<file path="src/rtl/i2c_reg_slave.sv">
// Two-wire register slave: oversampled, glitch-filtered SCL/SDA, 7-bit address match,
// pointer-addressed burst write/read into a register file with a core-side read-back port.

module i2c_line_filt #(
  parameter int FILT_LEN = 3
) (
  input  logic clk,
  input  logic reset_n,
  input  logic raw,
  output logic filt
);
  logic [1:0] sync;
  logic [2:0] run;

  // level is accepted only after FILT_LEN consecutive samples disagree with it
  always_ff @(posedge clk) begin
    if (!reset_n) begin
      sync <= 2'b11;
      run  <= '0;
      filt <= 1'b1;
    end else begin
      sync <= {sync[0], raw};
      if (sync[1] == filt)                 run <= '0;
      else if (run == 3'(FILT_LEN - 1)) begin
        filt <= sync[1];
        run  <= '0;
      end else                             run <= run + 3'd1;
    end
  end
endmodule

module i2c_reg_slave #(
  parameter logic [6:0] SLAVE_ADDR = 7'h1D,
  parameter int         NUM_REGS   = 16,
  parameter int         FILT_LEN   = 3,
  parameter logic [7:0] RESET_VAL  = 8'h00,
  localparam int        PW         = $clog2(NUM_REGS)
) (
  input  logic          clk,
  input  logic          reset_n,
  input  logic          scl,
  input  logic          sda_in,
  output logic          sda_out,
  output logic          wr_stb,
  output logic [PW-1:0] wr_addr,
  output logic [7:0]    wr_data,
  input  logic [PW-1:0] rd_addr,
  output logic [7:0]    rd_data,
  output logic          busy
);
  typedef enum logic [3:0] {
    IDLE, ADDR, ADDR_ACK, PTR, PTR_ACK, WDATA, WDATA_ACK, RDATA, RACK
  } state_t;

  state_t        state, state_n;
  logic [1:0]    raw, filt;
  logic          scl_f, sda_f, scl_p, sda_p;
  logic          scl_rise, scl_fall, start, stop;
  logic [3:0]    cnt;
  logic [7:0]    sr, byte_in;
  logic [PW-1:0] ptr, ptr_inc;
  logic [7:0]    regs [NUM_REGS];

  assign raw = {scl, sda_in};
  for (genvar i = 0; i < 2; i++) begin : g_filt
    i2c_line_filt #(.FILT_LEN(FILT_LEN)) u_filt (
      .clk(clk), .reset_n(reset_n), .raw(raw[i]), .filt(filt[i])
    );
  end
  assign scl_f = filt[1];
  assign sda_f = filt[0];

  assign scl_rise = scl_f & ~scl_p;
  assign scl_fall = ~scl_f & scl_p;
  assign start    = scl_f & scl_p & sda_p & ~sda_f;
  assign stop     = scl_f & scl_p & ~sda_p & sda_f;

  assign byte_in = {sr[6:0], sda_f};
  assign ptr_inc = (ptr == PW'(NUM_REGS - 1)) ? '0 : ptr + PW'(1);
  assign rd_data = regs[rd_addr];

  always_comb begin
    state_n = state;
    if (start)     state_n = ADDR;
    else if (stop) state_n = IDLE;
    else begin
      case (state)
        ADDR:      if (scl_rise && cnt == 4'd7)
                     state_n = (byte_in[7:1] == SLAVE_ADDR) ? ADDR_ACK : IDLE;
        ADDR_ACK:  if (scl_fall && !sda_out) state_n = sr[0] ? RDATA : PTR;
        PTR:       if (scl_rise && cnt == 4'd7) state_n = PTR_ACK;
        PTR_ACK:   if (scl_fall && !sda_out) state_n = WDATA;
        WDATA:     if (scl_rise && cnt == 4'd7) state_n = WDATA_ACK;
        WDATA_ACK: if (scl_fall && !sda_out) state_n = WDATA;
        RDATA:     if (scl_fall && cnt == 4'd8) state_n = RACK;
        RACK:      if (scl_rise) state_n = sda_f ? IDLE : RDATA;
        default:   state_n = state;
      endcase
    end
  end

  always_ff @(posedge clk) begin
    if (!reset_n) begin
      state   <= IDLE;
      scl_p   <= 1'b1;
      sda_p   <= 1'b1;
      sda_out <= 1'b1;
      wr_stb  <= 1'b0;
      wr_addr <= '0;
      wr_data <= '0;
      busy    <= 1'b0;
      cnt     <= '0;
      sr      <= '0;
      ptr     <= '0;
      for (int i = 0; i < NUM_REGS; i++) regs[i] <= RESET_VAL;
    end else begin
      state  <= state_n;
      scl_p  <= scl_f;
      sda_p  <= sda_f;
      wr_stb <= 1'b0;
      // bus conditions pre-empt any bit event in the same clk
      if (start) begin
        cnt     <= '0;
        sda_out <= 1'b1;
        busy    <= 1'b0;
      end else if (stop) begin
        sda_out <= 1'b1;
        busy    <= 1'b0;
      end else begin
        case (state)
          ADDR, PTR, WDATA: if (scl_rise) begin
            sr  <= byte_in;
            cnt <= cnt + 4'd1;
            if (cnt == 4'd7) begin
              if (state == ADDR && byte_in[7:1] == SLAVE_ADDR) busy <= 1'b1;
              if (state == PTR) ptr <= byte_in[PW-1:0];
              if (state == WDATA) begin
                regs[ptr] <= byte_in;
                wr_stb    <= 1'b1;
                wr_addr   <= ptr;
                wr_data   <= byte_in;
              end
            end
          end
          // first fall after the byte drives ACK, second fall ends the 9th clock
          ADDR_ACK, PTR_ACK, WDATA_ACK: if (scl_fall) begin
            if (sda_out) sda_out <= 1'b0;
            else begin
              sda_out <= 1'b1;
              cnt     <= '0;
              if (state == WDATA_ACK) ptr <= ptr_inc;
              if (state == ADDR_ACK && sr[0]) begin
                sda_out <= regs[ptr][7];
                sr      <= {regs[ptr][6:0], 1'b1};
              end
            end
          end
          RDATA: begin
            if (scl_rise) cnt <= cnt + 4'd1;
            else if (scl_fall) begin
              if (cnt == 4'd0) begin
                sda_out <= regs[ptr][7];
                sr      <= {regs[ptr][6:0], 1'b1};
              end else if (cnt == 4'd8) begin
                sda_out <= 1'b1;
                cnt     <= '0;
              end else begin
                sda_out <= sr[7];
                sr      <= {sr[6:0], 1'b1};
              end
            end
          end
          RACK: if (scl_rise) begin
            if (!sda_f) begin
              ptr <= ptr_inc;
              cnt <= '0;
            end else busy <= 1'b0;
          end
          default: ;
        endcase
      end
    end
  end
endmodule
</file>
<file path="config.mk">
export PLATFORM = sky130hd
export DESIGN_NAME = i2c_reg_slave
export DESIGN_NICKNAME = d
export VERILOG_FILES = /design/src/rtl/i2c_reg_slave.sv
export SDC_FILE = /design/constraint.sdc
export NUM_CORES = 1
export LEC_CHECK = 0
export CAP_MARGIN = 25
export CORE_MARGIN = 5
export CORE_UTILIZATION = 50
export CTS_CLUSTER_SIZE = 20
export DETAILED_ROUTE_END_ITERATION = 8
export PLACE_DENSITY_LB_ADDON = 0.1
export RECOVER_POWER = 100
export SLEW_MARGIN = 20
export SYNTH_ARGS = -nofsm -noshare
export SYNTH_HDL_FRONTEND = slang
export SYNTH_SLANG_ARGS = --single-unit
</file>
<file path="constraint.sdc">
create_clock -name clk -period 6.8 [get_ports clk]
set_input_delay 1.02 -clock clk [delete_from_list [all_inputs] [get_ports clk]]
set_output_delay 1.02 -clock clk [all_outputs]
set_load 0.005 [all_outputs]
</file>
==> report_table.html, run 1 <==
<table>
<tr><th>Metric</th><th>Value</th></tr>
<tr><th colspan="2">Status</th></tr>
<tr><td>Run status</td><td>finished with violations</td></tr>
<tr><td>Violated checks</td><td>max-capacitance violations, max-slew violations</td></tr>
<tr><th colspan="2">Route</th></tr>
<tr><td>Number of nets still failing antenna checks after routing</td><td>0</td></tr>
<tr><td>Wire per inst</td><td>24.0 um</td></tr>
<tr><td>Total via count after detailed routing</td><td>6499</td></tr>
<tr><td>Routed length on met3</td><td>2510 um</td></tr>
<tr><td>Wire length on met1</td><td>10900 um</td></tr>
<tr><td>Top routing layer used</td><td>met4</td></tr>
<tr><td>Average via count per standard cell</td><td>6.39</td></tr>
<tr><td>Iteration-0 DRC Markers</td><td>690</td></tr>
<tr><td>Drt total wl</td><td>24400 um</td></tr>
<tr><td>Initial DRT Pass Iterations</td><td>5</td></tr>
<tr><td>DRC</td><td>0</td></tr>
<tr><td>DR WL met2</td><td>10600 um</td></tr>
<tr><th colspan="2">Timing</th></tr>
<tr><td>Least-Margin Pin Slew</td><td>1.88 ns</td></tr>
<tr><td>Number of setup violations in the final report</td><td>0</td></tr>
<tr><td>Hold_ws</td><td>0.411 ns</td></tr>
<tr><td>Final setup TNS</td><td>0 ns</td></tr>
<tr><td>Remaining max-slew budget at the tightest pin</td><td>-25.3%</td></tr>
<tr><td>Final hold viol count</td><td>0</td></tr>
<tr><td>F_max</td><td>0.184 GHz</td></tr>
<tr><td>Post-route clock period utilization</td><td>79.8%</td></tr>
<tr><td>Final min period</td><td>5.43 ns</td></tr>
<tr><td>Final max-slew violation count</td><td>76</td></tr>
<tr><td>Unrepaired setup endpoints after global routing</td><td>false</td></tr>
<tr><td>Post-Route Skew</td><td>0.00997 ns</td></tr>
<tr><th colspan="2">Die</th></tr>
<tr><td>Die width</td><td>148 um</td></tr>
<tr><td>Number of core rows</td><td>50</td></tr>
<tr><td>Initial core utilization</td><td>51.0%</td></tr>
<tr><td>Die outline area</td><td>22000 um2</td></tr>
<tr><td>Number of top-level pins</td><td>31</td></tr>
<tr><td>DIE HEIGHT</td><td>148 um</td></tr>
<tr><td>Core Region</td><td>18800 um2</td></tr>
<tr><th colspan="2">Place</th></tr>
<tr><td>Routability congestion estimate</td><td>0.922</td></tr>
<tr><td>Cell total after placement</td><td>984</td></tr>
<tr><td>PortBufs</td><td>30</td></tr>
<tr><td>Post-DP HPWL</td><td>17600 um</td></tr>
<tr><td>Placement Cell Area</td><td>10000 um2</td></tr>
<tr><th colspan="2">Logic synthesis</th></tr>
<tr><td>Flip-flop and latch count after synthesis</td><td>181</td></tr>
<tr><td>Mean cell area of the mapped netlist</td><td>12.4 um2</td></tr>
<tr><td>Post-synth EDFFs</td><td>128</td></tr>
<tr><td>Post-synthesis adder-cell area fraction</td><td>1.70%</td></tr>
<tr><td>Count of cell types in the netlist</td><td>64</td></tr>
<tr><td>Parity-gate share of the synthesized area counting xor and xnor cells</td><td>0.274%</td></tr>
<tr><td>Multiplexer share of the synthesized area</td><td>18.4%</td></tr>
<tr><td>Most instantiated flip-flop cell in the synthesis netlist</td><td>edfxtp_1</td></tr>
<tr><td>Synth Net Count</td><td>791</td></tr>
<tr><td>Synth Area in Compound Gates</td><td>8.14%</td></tr>
<tr><td>Yosys Warn Count</td><td>0</td></tr>
<tr><td>Synth async-reset ratio</td><td>0%</td></tr>
<tr><td>Simple-gate area share of the yosys netlist</td><td>17.0%</td></tr>
<tr><td>Synthesized instance count</td><td>770</td></tr>
<tr><td>Share of the yosys chip area belonging to registers</td><td>51.2%</td></tr>
<tr><td>Combinational family with the most area after synthesis</td><td>multiplexers</td></tr>
<tr><td>Summed instance area of the synthesized netlist</td><td>9570 um2</td></tr>
<tr><th colspan="2">Global route</th></tr>
<tr><td>Largest net degree at the start of global routing</td><td>43</td></tr>
<tr><td>Antenna violations before repair</td><td>0</td></tr>
<tr><td>Global Route Usage Sum</td><td>23.0%</td></tr>
<tr><td>Overflow after GRT</td><td>0</td></tr>
<tr><td>Global-route wire length before repair</td><td>37900 um</td></tr>
<tr><td>Via count of the first global-routing pass</td><td>6237</td></tr>
<tr><th colspan="2">Critical path</th></tr>
<tr><td>Kind of end point of the critical path</td><td>primary output</td></tr>
<tr><td>WP data arrival</td><td>4.41 ns</td></tr>
<tr><td>Largest fanout on the critical path</td><td>32</td></tr>
<tr><td>Critical-path top delay cell</td><td>clkbuf_1</td></tr>
<tr><td>Highest cell delay on the worst timing path</td><td>1.34 ns</td></tr>
<tr><td>Required time reported for the critical path endpoint</td><td>5.78 ns</td></tr>
<tr><td>Ordered list of cells on the worst path</td><td>clkdlybuf4s50_1 &gt; clkbuf_1 &gt; mux4_2 &gt; mux4_2 &gt; dlygate4sd3_1</td></tr>
<tr><td>Family of cells with the greatest summed delay on the critical path</td><td>buffers and inverters</td></tr>
<tr><td>Sum of buffers and inverters on the critical path</td><td>3</td></tr>
<tr><td>Cell with the most instances on the worst path</td><td>mux4_2</td></tr>
<tr><td>Critical path class</td><td>input pin to primary output</td></tr>
<tr><td>Startpoint type of the worst setup path</td><td>input pin</td></tr>
<tr><th colspan="2">Power</th></tr>
<tr><td>Final Total Pwr</td><td>2.31 mW</td></tr>
<tr><td>Power Density</td><td>219 nW/um2</td></tr>
<tr><td>Static leakage power</td><td>3.58 nW</td></tr>
<tr><td>Peak ir drop on the vdd network</td><td>0.165 mV</td></tr>
<tr><th colspan="2">CTS</th></tr>
<tr><td>Depth of the CTS H-tree</td><td>4</td></tr>
<tr><td>CTS Buffer Depth</td><td>2</td></tr>
<tr><td>Buffers inserted by post-CTS timing repair</td><td>0</td></tr>
<tr><td>Number of clock sinks seen by CTS</td><td>181</td></tr>
<tr><td>Clock tree from TritonCTS</td><td>yes</td></tr>
<tr><td>Clock slew at reported path FFs</td><td>0.06 ns</td></tr>
<tr><td>CTS Root Buffer Type</td><td>clkbuf_16</td></tr>
<tr><td>Clk Latency, worst-skew pair</td><td>0.44 ns</td></tr>
<tr><td>Number of instances resized during post-cts repair</td><td>0</td></tr>
<tr><td>Count of hold buffers inserted by post-cts repair</td><td>0</td></tr>
<tr><td>Inserted Clock Buffers</td><td>17</td></tr>
<tr><th colspan="2">Cells and area</th></tr>
<tr><td>Count of nets after finishing</td><td>791</td></tr>
<tr><td>Count of fill cells added during filler insertion</td><td>1520</td></tr>
<tr><td>Storage element area</td><td>4910 um2</td></tr>
<tr><td>Finished Layout Cells</td><td>1017</td></tr>
<tr><td>Area delta synth-&gt;final</td><td>9.95%</td></tr>
<tr><td>Antenna diode count</td><td>0</td></tr>
<tr><td>Final design area excluding fillers</td><td>10500 um2</td></tr>
<tr><td>Total area of multi-input combinational cells</td><td>4330 um2</td></tr>
<tr><td>Share of layout cells above drive strength 1</td><td>15.1%</td></tr>
<tr><th colspan="2">Hold path</th></tr>
<tr><td>Type of the tightest min-delay check</td><td>flop to flop</td></tr>
<tr><th colspan="2">Job</th></tr>
<tr><td>Max cap viols</td><td>2</td></tr>
</table>
==> per-layer routing <==
layer,global-route usage (%),vias up
li1,-,2869
met1,34.1,3270
met2,32.7,325
met3,7.04,35
met4,7.11,0
met5,0,-
==> layout make-up <==
class | count | area share (%)
repair buffers | 47 | 3.61
inverters | 11 | 0.392
multi-input cells | 512 | 41.2
clock inverters | 11 | 0.927
flip-flops and latches | 181 | 46.6
well taps | 234 | 2.78
clock buffers | 21 | 4.48
==> synthesized netlist by cell type, types with 15 or more instances <==
library cell | count | area [um2]
a21oi_1 | 27 | 135
mux4_2 | 72 | 1620
a211oi_1 | 24 | 180
and2_1 | 113 | 707
dfxtp_1 | 53 | 1060
nor2b_1 | 15 | 93.8
nand2_1 | 47 | 176
nor3_1 | 22 | 110
nor2_1 | 46 | 173
clkbuf_1 | 48 | 180
o21ai_0 | 33 | 165
edfxtp_1 | 128 | 3840
==> worst register-to-register path, stage by stage, from the launching register on <==
cell     delay (ns)
dfxtp_1        0.38
ha_1           0.40
nand2_1        0.17
nor4_2         0.34
buf_4          0.25
nand3_1        0.44
o21ai_0        1.06
==> per-stage QoR <==
step	worst slack (ns)	utilization, %
final	1.37	56.1
after global routing	1.22	56.1
after CTS	2.30	56.3
after detailed placement	2.30	53.3
after global placement	2.39	53.2
after floorplan	3.25	-
==> power breakdown <==
| group | total, mW | switching (mW) | internal (mW) |
|---|---|---|---|
| Sequential | 1.23 | 0.0259 | 1.21 |
| Combinational | 0.120 | 0.0573 | 0.0631 |
| Clock | 0.958 | 0.421 | 0.537 |
==> flip-flops by register name (all words and copies together), names as in the netlist, named ones only <==
register and cells:
regs 128, sr 8, wr_data 8, g_filt.u_filt.run 6, cnt 4, g_filt.u_filt.sync 4
ptr 4, state 4, wr_addr 4, g_filt.u_filt.filt 2, busy 1, scl_p 1
sda_out 1, sda_p 1, wr_stb 1
==> path summary, 6_finish.rpt <==
| kind | depth (start not counted) | startpoint | to | slack, ns |
|---|---|---|---|---|
| hold / removal | 1 | g_filt[0].u_filt.sync[0]$_SDFF_PN1_ | g_filt[0].u_filt.sync[1]$_SDFF_PN1_ | 0.41 |
| setup / recovery | 5 | rd_addr[1] | rd_data[1] | 1.37 |
| hold reg to reg | 1 | g_filt[0].u_filt.sync[0]$_SDFF_PN1_ | g_filt[0].u_filt.sync[1]$_SDFF_PN1_ | 0.41 |
| setup reg to reg | 6 | g_filt[1].u_filt.filt$_SDFFE_PN1P_ | regs[15][1]$_SDFFCE_PN0P_ | 3.38 |
==> placed cells by master (no fill, tap or decap), drive strengths merged, types with 2 or more instances in the layout <==
cell	count
nand3	7
or2	3
nor4	3
o2bb2ai	2
and3	3
dlygate4sd3	23
a32o	2
a211o	2
dfxtp	53
edfxtp	128
a21o	2
nor2	50
and2	114
nand2b	13
mux4	72
xor2	3
clkdlybuf4s50	6
clkbuf	35
mux2i	14
nand3b	2
buf	4
and3b	4
ha	13
o21bai	2
a21oi	27
o22ai	5
nor3	22
a311oi	4
nor2b	15
or3	2
o21ai	33
o2111ai	2
a211oi	24
nand2	47
clkinv	6
inv	15
==> logic make-up after synthesis <==
family                   count (synthesis)
flip-flops                             181
AND/OR/NAND/NOR                        291
buffers and inverters                   77
AO/OA/AOI/OAI                          119
XOR/XNOR                                 3
multiplexers                            86
adder cells (fa/ha/maj)                 13
Note: power is estimated with default switching activity, not from simulation.
==> run 2, diff against run 1 <==
- clock period: 6.8 -> 5.2 ns (I/O delays scaled with it)
==> run 2 against run 1 <==
Sequential share of layout area shrank 0.17 points. Critical path depth is the same. The run now ends clean. Utilization grew 0.20 points. Hold slack lost 0.0016 ns. Worst setup slack lost 0.28 ns. Die area is the same. Register-to-register slack lost 1.8 ns. Clock skew grew 0.0022 ns. Combinational power grew 34%. Sequential power grew 31%. Non-clock buffer count grew 7. Largest cell class unchanged.
==> report_table.html, run 2 (same netlist as run 1, synthesis figures left out) <==
<table>
<tr><th>Metric</th><th>Value</th></tr>
<tr><th colspan="2">Status</th></tr>
<tr><td>Run status</td><td>complete, no violations</td></tr>
<tr><th colspan="2">Power</th></tr>
<tr><td>Power Density</td><td>292 nW/um2</td></tr>
<tr><td>Static leakage power</td><td>3.59 nW</td></tr>
<tr><td>Peak ir drop on the vdd network</td><td>0.235 mV</td></tr>
<tr><th colspan="2">Global route</th></tr>
<tr><td>Global-route wire length before repair</td><td>36800 um</td></tr>
<tr><td>Global Route Usage Sum</td><td>22.2%</td></tr>
<tr><td>Antenna violations before repair</td><td>1</td></tr>
<tr><td>Overflow after GRT</td><td>0</td></tr>
<tr><td>Largest net degree at the start of global routing</td><td>33</td></tr>
<tr><td>Via count of the first global-routing pass</td><td>6116</td></tr>
<tr><th colspan="2">Place</th></tr>
<tr><td>Placement Cell Area</td><td>10100 um2</td></tr>
<tr><td>Routability congestion estimate</td><td>0.942</td></tr>
<tr><td>PortBufs</td><td>30</td></tr>
<tr><td>Post-DP HPWL</td><td>17300 um</td></tr>
<tr><th colspan="2">Timing</th></tr>
<tr><td>Number of setup violations in the final report</td><td>0</td></tr>
<tr><td>Final min period</td><td>4.10 ns</td></tr>
<tr><td>Remaining max-slew budget at the tightest pin</td><td>27.1%</td></tr>
<tr><td>Final setup TNS</td><td>0 ns</td></tr>
<tr><td>Post-Route Skew</td><td>0.0122 ns</td></tr>
<tr><td>F_max</td><td>0.244 GHz</td></tr>
<tr><td>Post-route clock period utilization</td><td>78.9%</td></tr>
<tr><td>Unrepaired setup endpoints after global routing</td><td>false</td></tr>
<tr><td>Final hold viol count</td><td>0</td></tr>
<tr><td>Least-Margin Pin Slew</td><td>1.09 ns</td></tr>
<tr><td>Final max-slew violation count</td><td>0</td></tr>
<tr><th colspan="2">Cells and area</th></tr>
<tr><td>Final design area excluding fillers</td><td>10600 um2</td></tr>
<tr><td>Area delta synth-&gt;final</td><td>10.3%</td></tr>
<tr><td>Count of nets after finishing</td><td>798</td></tr>
<tr><td>Top register by number of flip-flops</td><td>regs</td></tr>
<tr><td>Commonest non-fill, non-tap cells in the layout</td><td>128 x edfxtp_1, 72 x mux4_2, 72 x and2_0</td></tr>
<tr><td>Number of flip-flops in the largest register</td><td>128</td></tr>
<tr><td>Antenna diode count</td><td>0</td></tr>
<tr><td>Util after Layout</td><td>56.3%</td></tr>
<tr><td>Top flop regs</td><td>regs: 128 flops, sr: 8 flops, wr_data: 8 flops</td></tr>
<tr><td>Most common cell after layout, fill and taps aside</td><td>edfxtp_1</td></tr>
<tr><td>Share of layout cells above drive strength 1</td><td>14.9%</td></tr>
<tr><th colspan="2">Die</th></tr>
<tr><td>DIE HEIGHT</td><td>148 um</td></tr>
<tr><td>Number of core rows</td><td>50</td></tr>
<tr><td>Number of top-level pins</td><td>31</td></tr>
<tr><td>Core Region</td><td>18800 um2</td></tr>
<tr><td>Die outline area</td><td>22000 um2</td></tr>
<tr><td>Initial core utilization</td><td>51.0%</td></tr>
<tr><td>Die width</td><td>148 um</td></tr>
<tr><th colspan="2">CTS</th></tr>
<tr><td>Count of hold buffers inserted by post-cts repair</td><td>0</td></tr>
<tr><td>Clock tree from TritonCTS</td><td>yes</td></tr>
<tr><td>Clk Latency, worst-skew pair</td><td>0.43 ns</td></tr>
<tr><td>Depth of the CTS H-tree</td><td>4</td></tr>
<tr><td>Number of clock sinks seen by CTS</td><td>181</td></tr>
<tr><td>Number of instances resized during post-cts repair</td><td>0</td></tr>
<tr><td>Clock slew at reported path FFs</td><td>0.07 ns</td></tr>
<tr><td>Inserted Clock Buffers</td><td>17</td></tr>
<tr><td>CTS Root Buffer Type</td><td>clkbuf_16</td></tr>
<tr><td>Buffers inserted by post-CTS timing repair</td><td>0</td></tr>
<tr><td>CTS Buffer Depth</td><td>2</td></tr>
<tr><th colspan="2">Hold path</th></tr>
<tr><td>Cell count of the worst hold path</td><td>1</td></tr>
<tr><td>WHS Endpoint</td><td>g_filt[0].u_filt.sync[1]$_SDFF_PN1_</td></tr>
<tr><td>Type of the tightest min-delay check</td><td>flop to flop</td></tr>
<tr><td>Hold Crit Start</td><td>g_filt[0].u_filt.sync[0]$_SDFF_PN1_</td></tr>
<tr><th colspan="2">Critical path</th></tr>
<tr><td>WP data arrival</td><td>3.32 ns</td></tr>
<tr><td>Kind of end point of the critical path</td><td>primary output</td></tr>
<tr><td>Worst setup slack for register-to-register paths</td><td>1.61 ns</td></tr>
<tr><td>Reg-to-reg critical path endpoint</td><td>regs[15][2]$_SDFFCE_PN0P_</td></tr>
<tr><td>Largest fanout on the critical path</td><td>22</td></tr>
<tr><td>Worst flop-to-flop path startpoint</td><td>g_filt[1].u_filt.filt$_SDFFE_PN1P_</td></tr>
<tr><td>Critical path class</td><td>input pin to primary output</td></tr>
<tr><td>Startpoint type of the worst setup path</td><td>input pin</td></tr>
<tr><td>Required time reported for the critical path endpoint</td><td>4.42 ns</td></tr>
<tr><td>Number of cells on the worst reg-to-reg path</td><td>7</td></tr>
<tr><th colspan="2">Route</th></tr>
<tr><td>Number of nets still failing antenna checks after routing</td><td>0</td></tr>
<tr><td>DRC</td><td>0</td></tr>
<tr><td>Drt total wl</td><td>23900 um</td></tr>
<tr><td>Wire per inst</td><td>23.4 um</td></tr>
<tr><td>Average via count per standard cell</td><td>6.30</td></tr>
<tr><td>Total via count after detailed routing</td><td>6455</td></tr>
<tr><td>Iteration-0 DRC Markers</td><td>796</td></tr>
<tr><td>Initial DRT Pass Iterations</td><td>7</td></tr>
<tr><th colspan="2">Job</th></tr>
<tr><td>Max cap viols</td><td>0</td></tr>
</table>
[run 2: cell types whose count changed in the layout (fill, tap and decap cells not counted), moves of 2 or more]
cell      delta
clkinv_4     +2
inv_6        +3
inv_4        -2
clkinv_2     -4
inv_8        +2
and2_0       +3
buf_4        +3
clkbuf_1     +3
and2_1       -3
[run 2: where the power goes]
group	total, mW	internal (mW)	switching, mW
logic	0.161	0.0825	0.0787
clock network	1.32	0.725	0.595
registers	1.61	1.57	0.0315
[run 2: layout make-up]
| class | instances | area, um2 |
|---|---|---|
| Clock buffer | 18 | 429 |
| Fill cell | 1566 | 8210 |
| Sequential cell | 181 | 4910 |
| Clock inverter | 14 | 165 |
| Inverter | 11 | 41.3 |
| Timing Repair Buffer | 54 | 408 |
| Multi-Input combinational cell | 512 | 4320 |
| Tap cell | 234 | 293 |
[run 2: per-stage QoR]
| stage | power (mW) | cells | hold WS, ns | setup slack [ns] |
|---|---|---|---|---|
| global route | 3.18 | 1024 | 0.450 | 0.888 |
| global placement | 1.80 | 992 | 0.390 | 1.27 |
| floorplan | 1.73 | 770 | 0.386 | 2.13 |
| detailed placement | 1.80 | 992 | 0.394 | 1.15 |
| finish | 3.09 | 1024 | 0.410 | 1.10 |
| CTS | 3.11 | 1024 | 0.411 | 1.16 |
[run 2: critical path, stage by stage]
cell           delay [ns]
buf_2                0.55
buf_4                0.37
mux4_2               0.55
mux4_2               0.48
dlygate4sd3_1        0.59
[run 2: per-layer routing]
layer / part of all wire (%) / vias up / routed length, um / GRT usage [%]
met5: 0.054 / - / 13 / 0
met4: 1.5 / 2 / 359 / 5.54
met3: 9.4 / 30 / 2240 / 4.69
met2: 45 / 331 / 10700 / 32.7
met1: 44 / 3204 / 10600 / 33.9
li1: - / 2888 / - / -
[run 2: how the worst max path moves through the flow]
stage	from	end	cells after the start
3_3_place_gp	rd_addr[0]	rd_data[4]	5
6_report	rd_addr[0]	rd_data[5]	5
5_1_grt	rd_addr[0]	rd_data[5]	5
4_1_cts	rd_addr[0]	rd_data[5]	5
2_1_floorplan	rd_addr[0]	rd_data[0]	4
3_5_place_dp	rd_addr[0]	rd_data[5]	5
==> run 3, diff against run 2 <==
- clock period: 5.2 -> 3.85 ns (I/O delays scaled with it)
==> run 3 against run 2 <==
The run now ends with max-capacitance violations, max-slew violations left. Clock skew down 0.0029 ns. Die area unchanged. Flip-flop and latch count unchanged.
==> report_table.html, run 3 (same netlist as run 1, synthesis figures left out) <==
<table>
<tr><th>Metric</th><th>Value</th></tr>
<tr><th colspan="2">Global route</th></tr>
<tr><td>Global-route wire length before repair</td><td>37700 um</td></tr>
<tr><td>Antenna violations before repair</td><td>0</td></tr>
<tr><td>Overflow after GRT</td><td>0</td></tr>
<tr><td>Via count of the first global-routing pass</td><td>6176</td></tr>
<tr><td>Global Route Usage Sum</td><td>22.9%</td></tr>
<tr><td>Largest net degree at the start of global routing</td><td>39</td></tr>
<tr><th colspan="2">CTS</th></tr>
<tr><td>Number of clock sinks seen by CTS</td><td>181</td></tr>
<tr><td>Clock slew at reported path FFs</td><td>0.07 ns</td></tr>
<tr><td>Buffers inserted by post-CTS timing repair</td><td>0</td></tr>
<tr><td>Clk Latency, worst-skew pair</td><td>0.43 ns</td></tr>
<tr><td>Count of hold buffers inserted by post-cts repair</td><td>0</td></tr>
<tr><td>Inserted Clock Buffers</td><td>17</td></tr>
<tr><td>Depth of the CTS H-tree</td><td>4</td></tr>
<tr><td>Number of instances resized during post-cts repair</td><td>0</td></tr>
<tr><td>CTS Root Buffer Type</td><td>clkbuf_16</td></tr>
<tr><td>Clock tree from TritonCTS</td><td>yes</td></tr>
<tr><td>CTS Buffer Depth</td><td>2</td></tr>
<tr><th colspan="2">Die</th></tr>
<tr><td>Die outline area</td><td>22000 um2</td></tr>
<tr><td>Number of top-level pins</td><td>31</td></tr>
<tr><td>DIE HEIGHT</td><td>148 um</td></tr>
<tr><td>Core Region</td><td>18800 um2</td></tr>
<tr><td>Number of core rows</td><td>50</td></tr>
<tr><td>Die width</td><td>148 um</td></tr>
<tr><td>Initial core utilization</td><td>51.0%</td></tr>
<tr><th colspan="2">Power</th></tr>
<tr><td>Peak ir drop on the vdd network</td><td>0.297 mV</td></tr>
<tr><td>Static leakage power</td><td>3.57 nW</td></tr>
<tr><td>Power Density</td><td>394 nW/um2</td></tr>
<tr><th colspan="2">Timing</th></tr>
<tr><td>Least-Margin Pin Slew</td><td>1.68 ns</td></tr>
<tr><td>Unrepaired setup endpoints after global routing</td><td>false</td></tr>
<tr><td>F_max</td><td>0.283 GHz</td></tr>
<tr><td>Post-Route Skew</td><td>0.00935 ns</td></tr>
<tr><td>Final setup TNS</td><td>0 ns</td></tr>
<tr><td>Post-route clock period utilization</td><td>91.8%</td></tr>
<tr><td>Remaining max-slew budget at the tightest pin</td><td>-11.8%</td></tr>
<tr><td>Final max-slew violation count</td><td>39</td></tr>
<tr><td>Final min period</td><td>3.53 ns</td></tr>
<tr><td>Final hold viol count</td><td>0</td></tr>
<tr><td>Number of setup violations in the final report</td><td>0</td></tr>
<tr><th colspan="2">Status</th></tr>
<tr><td>Violated checks</td><td>max-capacitance violations, max-slew violations</td></tr>
<tr><td>Run status</td><td>finished with violations</td></tr>
<tr><th colspan="2">Cells and area</th></tr>
<tr><td>Final design area excluding fillers</td><td>10600 um2</td></tr>
<tr><td>Top register by number of flip-flops</td><td>regs</td></tr>
<tr><td>Top flop regs</td><td>regs: 128 flops, sr: 8 flops, wr_data: 8 flops</td></tr>
<tr><td>Area delta synth-&gt;final</td><td>10.3%</td></tr>
<tr><td>Commonest non-fill, non-tap cells in the layout</td><td>128 x edfxtp_1, 78 x and2_0, 72 x mux4_2</td></tr>
<tr><td>Number of flip-flops in the largest register</td><td>128</td></tr>
<tr><td>Total area of multi-input combinational cells</td><td>4320 um2</td></tr>
<tr><td>Storage element area</td><td>4910 um2</td></tr>
<tr><td>Share of layout cells above drive strength 1</td><td>15.0%</td></tr>
<tr><td>Count of fill cells added during filler insertion</td><td>1553</td></tr>
<tr><td>Antenna diode count</td><td>0</td></tr>
<tr><td>Most common cell after layout, fill and taps aside</td><td>edfxtp_1</td></tr>
<tr><td>Count of nets after finishing</td><td>796</td></tr>
<tr><th colspan="2">Hold path</th></tr>
<tr><td>Cell count of the worst hold path</td><td>1</td></tr>
<tr><td>Hold Crit Start</td><td>g_filt[0].u_filt.sync[0]$_SDFF_PN1_</td></tr>
<tr><td>Type of the tightest min-delay check</td><td>flop to flop</td></tr>
<tr><td>WHS Endpoint</td><td>g_filt[0].u_filt.sync[1]$_SDFF_PN1_</td></tr>
<tr><th colspan="2">Critical path</th></tr>
<tr><td>Kind of end point of the critical path</td><td>primary output</td></tr>
<tr><td>Required time reported for the critical path endpoint</td><td>3.27 ns</td></tr>
<tr><td>Startpoint type of the worst setup path</td><td>input pin</td></tr>
<tr><td>WP data arrival</td><td>2.96 ns</td></tr>
<tr><td>Critical path class</td><td>input pin to primary output</td></tr>
<tr><td>Highest cell delay on the worst timing path</td><td>0.60 ns</td></tr>
<tr><td>Ordered list of cells on the worst path</td><td>clkdlybuf4s50_1 &gt; buf_4 &gt; mux4_2 &gt; mux4_2 &gt; dlygate4sd3_1</td></tr>
<tr><td>Worst setup slack for register-to-register paths</td><td>0.54 ns</td></tr>
<tr><td>Sum of buffers and inverters on the critical path</td><td>3</td></tr>
<tr><td>Critical-path top delay cell</td><td>dlygate4sd3_1</td></tr>
<tr><td>Family of cells with the greatest summed delay on the critical path</td><td>buffers and inverters</td></tr>
<tr><td>Cell with the most instances on the worst path</td><td>mux4_2</td></tr>
<tr><td>Number of cells on the worst reg-to-reg path</td><td>6</td></tr>
<tr><td>Reg-to-reg critical path endpoint</td><td>regs[2][1]$_SDFFCE_PN0P_</td></tr>
<tr><td>Largest fanout on the critical path</td><td>32</td></tr>
<tr><td>Worst flop-to-flop path startpoint</td><td>g_filt[1].u_filt.filt$_SDFFE_PN1P_</td></tr>
<tr><th colspan="2">Place</th></tr>
<tr><td>Routability congestion estimate</td><td>0.922</td></tr>
<tr><td>Placement Cell Area</td><td>10100 um2</td></tr>
<tr><td>PortBufs</td><td>30</td></tr>
<tr><td>Post-DP HPWL</td><td>17500 um</td></tr>
<tr><th colspan="2">Route</th></tr>
<tr><td>Wire per inst</td><td>23.7 um</td></tr>
<tr><td>Number of nets still failing antenna checks after routing</td><td>0</td></tr>
<tr><td>DRC</td><td>0</td></tr>
<tr><td>Total via count after detailed routing</td><td>6419</td></tr>
<tr><td>Iteration-0 DRC Markers</td><td>910</td></tr>
<tr><td>Initial DRT Pass Iterations</td><td>7</td></tr>
<tr><td>Average via count per standard cell</td><td>6.28</td></tr>
<tr><td>Drt total wl</td><td>24300 um</td></tr>
<tr><th colspan="2">Job</th></tr>
<tr><td>Max cap viols</td><td>1</td></tr>
</table>
[run 3: metrics by stage]
| stage | hold slack (ns) | std cells | setup slack (ns) | utilization (%) | total power, mW |
|---|---|---|---|---|---|
| after floorplan | 0.386 | 770 | 0.984 | - | 2.34 |
| after CTS | 0.410 | 1022 | 0.459 | 56.8 | 4.19 |
| after global placement | 0.389 | 990 | 0.512 | 53.6 | 2.43 |
| final | 0.407 | 1022 | 0.316 | 56.3 | 4.16 |
| after detailed placement | 0.393 | 990 | 0.454 | 53.6 | 2.44 |
| after global routing | 0.428 | 1022 | 0.223 | 56.3 | 4.28 |
[run 3: worst max-delay path by stage]
stage,startpoint,to,slack [ns],depth (start not counted)
after floorplan,cnt[0]$_SDFFE_PP0P_,regs[0][0]$_SDFFCE_PN0P_,0.98,7
after global placement,rd_addr[1],rd_data[1],0.51,5
after detailed placement,rd_addr[1],rd_data[1],0.45,5
after CTS,rd_addr[1],rd_data[1],0.46,5
after global routing,g_filt[1].u_filt.filt$_SDFFE_PN1P_,regs[10][7]$_SDFFCE_PN0P_,0.22,6
final,rd_addr[1],rd_data[1],0.32,5
[run 3: final cells by class]
class                      instances  share of cell area, %
sequential                       181                   46.5
multi-input combinational        512                   40.9
clock buffer                      18                   4.06
timing repair buffer              52                   3.84
tap                              234                   2.77
clock inverter                    14                   1.60
inverter                          11                  0.391
[run 3: power breakdown]
group | switching (mW) | total, mW | internal, mW
sequential | 0.0441 | 2.17 | 2.13
clock | 0.796 | 1.77 | 0.977
combinational | 0.104 | 0.216 | 0.113
total | 0.944 | 4.16 | 3.22
[run 3: per-layer routing]
metal	GRT usage [%]	part of all wire [%]
met5	0	0
met1	35.7	45
met4	5.08	1.0
met3	5.70	9.7
met2	32.6	44
